===== src/rtl/clk_enable_ctrl.sv =====
// Idle-timeout clock-enable controller feeding a clock gate cell.
// Drains and shuts the gated clock off after an idle period, and re-enables it on activity.
module clk_enable_ctrl #(
  parameter int IDLE_CYCLES  = 8,
  parameter int DRAIN_CYCLES = 2,
  parameter int WAKE_CYCLES  = 2,
  parameter int CNT_W        = 8
) (
  input  logic             clk,
  input  logic             rst,
  input  logic             activity,
  input  logic             force_on,
  output logic             clken,
  output logic             ready,
  output logic [1:0]       state,
  output logic [CNT_W-1:0] sleep_cnt
);

  typedef enum logic [1:0] {
    ST_ON    = 2'd0,
    ST_DRAIN = 2'd1,
    ST_OFF   = 2'd2,
    ST_WAKE  = 2'd3
  } state_t;

  localparam logic [CNT_W-1:0] IDLE_LAST  = CNT_W'(IDLE_CYCLES - 1);
  localparam logic [CNT_W-1:0] DRAIN_LAST = CNT_W'(DRAIN_CYCLES - 1);
  localparam logic [CNT_W-1:0] WAKE_LAST  = CNT_W'(WAKE_CYCLES - 1);

  state_t           state_q, state_d;
  logic [CNT_W-1:0] cnt_q, cnt_d;
  logic [CNT_W-1:0] sleep_cnt_q, sleep_cnt_d;
  logic             clken_q, clken_d;
  logic             ready_q, ready_d;
  logic             wake;

  assign wake = activity | force_on;

  always_comb begin
    state_d     = state_q;
    cnt_d       = cnt_q;
    sleep_cnt_d = sleep_cnt_q;
    case (state_q)
      ST_ON: begin
        if (wake) begin
          cnt_d = '0;
        end else if (cnt_q == IDLE_LAST) begin
          state_d = ST_DRAIN;
          cnt_d   = '0;
        end else begin
          cnt_d = cnt_q + 1'b1;
        end
      end
      ST_DRAIN: begin
        // Wake wins over the drain timeout on the same edge.
        if (wake) begin
          state_d = ST_ON;
          cnt_d   = '0;
        end else if (cnt_q == DRAIN_LAST) begin
          state_d = ST_OFF;
          cnt_d   = '0;
          if (sleep_cnt_q != '1) sleep_cnt_d = sleep_cnt_q + 1'b1;
        end else begin
          cnt_d = cnt_q + 1'b1;
        end
      end
      ST_OFF: begin
        if (wake) begin
          state_d = ST_WAKE;
          cnt_d   = '0;
        end
      end
      ST_WAKE: begin
        if (cnt_q == WAKE_LAST) begin
          state_d = ST_ON;
          cnt_d   = '0;
        end else begin
          cnt_d = cnt_q + 1'b1;
        end
      end
      default: begin
        state_d = ST_ON;
        cnt_d   = '0;
      end
    endcase
    // Outputs are registered copies of the next-state decode, so they only move on clk edges.
    clken_d = (state_d != ST_OFF);
    ready_d = (state_d == ST_ON);
  end

  always_ff @(posedge clk or posedge rst) begin
    if (rst) begin
      state_q     <= ST_ON;
      cnt_q       <= '0;
      sleep_cnt_q <= '0;
      clken_q     <= 1'b1;
      ready_q     <= 1'b1;
    end else begin
      state_q     <= state_d;
      cnt_q       <= cnt_d;
      sleep_cnt_q <= sleep_cnt_d;
      clken_q     <= clken_d;
      ready_q     <= ready_d;
    end
  end

  assign clken     = clken_q;
  assign ready     = ready_q;
  assign state     = state_q;
  assign sleep_cnt = sleep_cnt_q;

endmodule


===== config.mk =====
export PLATFORM = sky130hd
export DESIGN_NAME = clk_enable_ctrl
export DESIGN_NICKNAME = d
export VERILOG_FILES = /design/src/rtl/clk_enable_ctrl.sv
export SDC_FILE = /design/constraint.sdc
export NUM_CORES = 1
export LEC_CHECK = 0
export CAP_MARGIN = 20
export CORE_ASPECT_RATIO = 0.8
export CORE_UTILIZATION = 51
export DETAILED_ROUTE_END_ITERATION = 8
export GPL_TIMING_DRIVEN = 0
export PLACE_DENSITY = 0.76
export REMOVE_ABC_BUFFERS = 1
export SETUP_SLACK_MARGIN = 0.05
export SYNTH_ARGS = -nofsm -noshare
export SYNTH_HDL_FRONTEND = slang
export SYNTH_SLANG_ARGS = --single-unit
export TNS_END_PERCENT = 50

===== constraint.sdc =====
create_clock -name clk -period 2.05 [get_ports clk]
set_input_delay 0.5125 -clock clk [delete_from_list [all_inputs] [get_ports clk]]
set_output_delay 0.5125 -clock clk [all_outputs]
set_load 0.1 [all_outputs]

==> results of run 1 <==
worst max-delay path: stages:
cell and delay, ps:
clkdlybuf4s50_1 500, nor3_2 350, nand3_4 190, nor3_1 250, mux2_1 340
placed cells by master (no fill, tap or decap), types with 2 or more instances in the layout:
master	instances
buf_4	3
dfrtp_2	2
nor2_1	11
xor2_1	5
nor3_1	7
o31ai_1	3
inv_1	6
xnor2_1	5
clkdlybuf4s15_2	10
clkbuf_4	3
nand2_1	10
nor4b_4	2
buf_2	2
clkdlybuf4s50_1	3
a21boi_0	2
nand3_1	7
dfrtp_1	16
dfstp_2	2
a21oi_1	3
ha_1	3
o21ai_0	3
power by group through the flow:
stage | combinational (mW) | sequential (mW) | clock, mW
final | 0.715 | 0.595 | 0.191
after global routing | 0.765 | 0.610 | 0.214
after CTS | 0.701 | 0.589 | 0.199
after detailed placement | 0.704 | 0.594 | 0
after global placement | 0.690 | 0.591 | 0
after floorplan | 0.208 | 0.923 | 0
repair_timing:
action,CTS,global route
buffers inserted,0,3
pin swaps,0,1
endpoints found under the hold margin,0,0
endpoints found under the setup margin,15,8
resized for setup,39,9
flip-flops by register name (all words and copies together), names as in the netlist:
| register | count |
|---|---|
| clken | 1 |
| cnt_q | 8 |
| ready | 1 |
| sleep_cnt | 8 |
| state | 2 |
area by class of cell:
| cell class | count | area, um^2 |
|---|---|---|
| clock buffer | 4 | 26.28 |
| fill | 155 | 586.8 |
| inverter | 6 | 22.52 |
| multi-input combinational | 79 | 580.6 |
| sequential | 20 | 505.5 |
| tap | 24 | 30.03 |
| timing repair buffer | 18 | 175.2 |
stage by stage:
step | instance area, um^2 | TNS (ps)
final | 1340 | 0
after global routing | 1340 | 0
after CTS | 1303 | 0
after detailed placement | 1245 | -3697
after global placement | 1245 | -3138
after floorplan | 1065 | -1681
final timing paths:
check,depth (start not counted),end,from,slack [ps]
hold / removal,1,sleep_cnt[5],sleep_cnt[5],520
min in group asynchronous,2,state[1],rst,630
max in group asynchronous,2,cnt_q[4],rst,910
hold reg to reg,1,sleep_cnt[5],sleep_cnt[5],520
setup / recovery,5,sleep_cnt[7],force_on,100
setup reg to reg,4,cnt_q[5],cnt_q[4],100
routing by layer:
layer / global-route usage, % / routed length, um
met1: 30.84 / 1079
met2: 31.50 / 976
met3: 7.527 / 82
met4: 5.789 / 19
met5: 0 / 0
cell families after synthesis:
group                      share of synthesized area, %
and+or+nand+nor                                   26.90
muxes                                             2.105
DFF                                               47.02
AOI/OAI and AO/OA                                 9.707
buffers and inverters                             2.573
xor gates and xnor gates                          8.187
adders and majority gates                         3.509
==> flow_summary.rst, run 1 <==
.. list-table::
   :header-rows: 1

   * - Metric
     - Value
   * - DRT Wirelength
     - 2157 um
   * - Die X
     - 53.21 um
   * - Placed cell count
     - 144
   * - Maximum level of the CTS H-tree
     - 1
   * - Number of maximum-capacitance violations
     - 0
   * - Highest attainable clock frequency
     - 512.3 MHz
   * - Type of the worst min-delay path
     - reg2reg
   * - Worst Setup Slack, final
     - 98.10 ps
   * - Maximum clock path buffer count
     - 2
   * - Layout Utilization
     - 69.55%
   * - Part of the Yosys area used for sequential elements
     - 47.02%
   * - Reg clk slew, reported paths
     - 100 ps
   * - Fraction of power consumed by combinational cells
     - 47.6%
   * - Antenna diode instance count
     - 0
   * - Number of synthesized flops with an enable pin
     - 0
   * - Number of hold violations in the final report
     - 0
   * - Ys flop type
     - dfrtp_1
   * - Part of the cycle the worst path needs
     - 95.21%
   * - Share of Yosys cell area claimed by the top area cell type
     - 42.11%
   * - Minimum hold slack
     - 515.8 ps
   * - Part of the power in the clock network
     - 12.7%
   * - Setup slack at placement
     - -389.6 ps
   * - Std-Cell Core Area
     - 0.001927 mm^2
   * - Clock network latency to the later pin of the worst-skew pair
     - 300 ps
   * - Cell area after technology mapping
     - 0.001070 mm^2
   * - Num CTS Buffers
     - 3
   * - Max-Slew Margin vs Limit
     - 50.42%
   * - Syn-to-layout area delta
     - 25.26%
   * - Vias in the first global route
     - 760
   * - Share of cells above drive strength 1
     - 25.98%
   * - Kind of critical path
     - in2reg
   * - Most common library cells after synthesis
     - 18 x dfrtp_1, 11 x nor2_1, 10 x nand2_1
   * - Final-report max-slew violation count
     - 0
   * - Critical path launch point type
     - primary input
   * - Sink count of the clock tree
     - 20
   * - Count of vias placed by the detailed router
     - 834
   * - Wire per inst
     - 14.28 um
   * - Internal power summed over all cells
     - 0.7393 mW
   * - Tmin final
     - 1952 ps
   * - Vert. Die Dim
     - 42.97 um
   * - Number of placement rows
     - 14
   * - First drt pass iteration count
     - 4
   * - Sw power
     - 0.7610 mW
   * - Cell accounting for the most synthesized area
     - dfrtp_1
   * - Root Driver
     - clkbuf_4
   * - Power density cells
     - 1120 mW/mm^2
   * - Yosys warning count
     - 0
   * - Die area
     - 0.002286 mm^2
   * - Crit path DAT
     - 2140 ps
   * - Transition time at the pin with the least slew margin
     - 742.9 ps
   * - Distinct cell type count after synthesis
     - 31
   * - VDD IR max
     - 772.6 uV
   * - Fin Clk Skew
     - 1.031 ps
   * - Synth Area per Inst
     - 10.09 um^2
   * - Top-Level Pins
     - 16
   * - Leakage power
     - 0.5738 nW
   * - Instance count of the mapped netlist
     - 106
   * - RSZ-0062 raised after global routing
     - true
   * - Proportion of register bits with asynchronous set or reset after synthesis
     - 100.0%
   * - Largest fanout on the critical path
     - 9
   * - Setup Viol. Count Final
     - 0
   * - Category of the worst setup path capture point
     - flip-flop
   * - Final GP Congestion
     - 0.8060
   * - Relative contribution of sequential cells to total power
     - 39.6%
   * - Top post-synthesis cells by area
     - dfrtp_1 42%, dfstp_2 4.9%, xnor2_1 4.1%
   * - Post-detailed-route count of antenna-violating nets
     - 0
   * - Buffers on Ports
     - 15
   * - Dpl hpwl
     - 1559 um
   * - Switching fraction of total power
     - 50.72%
   * - Remaining routing DRC violations
     - 0
   * - Clock tree from TritonCTS
     - built
   * - Total congestion overflow
     - 0
   * - Power after layout
     - 1.500 mW
   * - Hold Buf Count CTS
     - 0
   * - Wire length of the first global-routing pass
     - 3546 um
   * - Detailed router's first-iteration violation count
     - 9
   * - Status
     - finished, final reports clean
   * - Most frequently used cell type in the post-synthesis netlist
     - dfrtp_1
   * - Flop and latch count out of synthesis
     - 20
   * - Maximum number of pins on one net before global-route repair
     - 21
   * - GRT Total Usage
     - 21.84%
   * - Layout Nets
     - 135
   * - Starting density of the core
     - 55.52%
   * - Critical path data required time
     - 2240 ps
   * - Filler-free cell count of the finished design
     - 151
   * - Initial antenna violation count
     - 0
   * - Detailed-route vias per instance
     - 5.523
No activity file was read; power rests on OpenSTA's default activity.
==> inputs of run 2 (changes only) <==
Settings changed: CAP_MARGIN 20 to not set.
==> results of run 2 <==
Same layout as run 1: the final DEF is identical, and so are final timing and power.
==> inputs of run 3 (changes only) <==
Settings changed: ABC_CLOCK_PERIOD_IN_PS set to 2050, SLEW_MARGIN set to 20.
==> results of run 3 <==
Same layout as run 1: the final DEF is identical, and so are final timing and power.
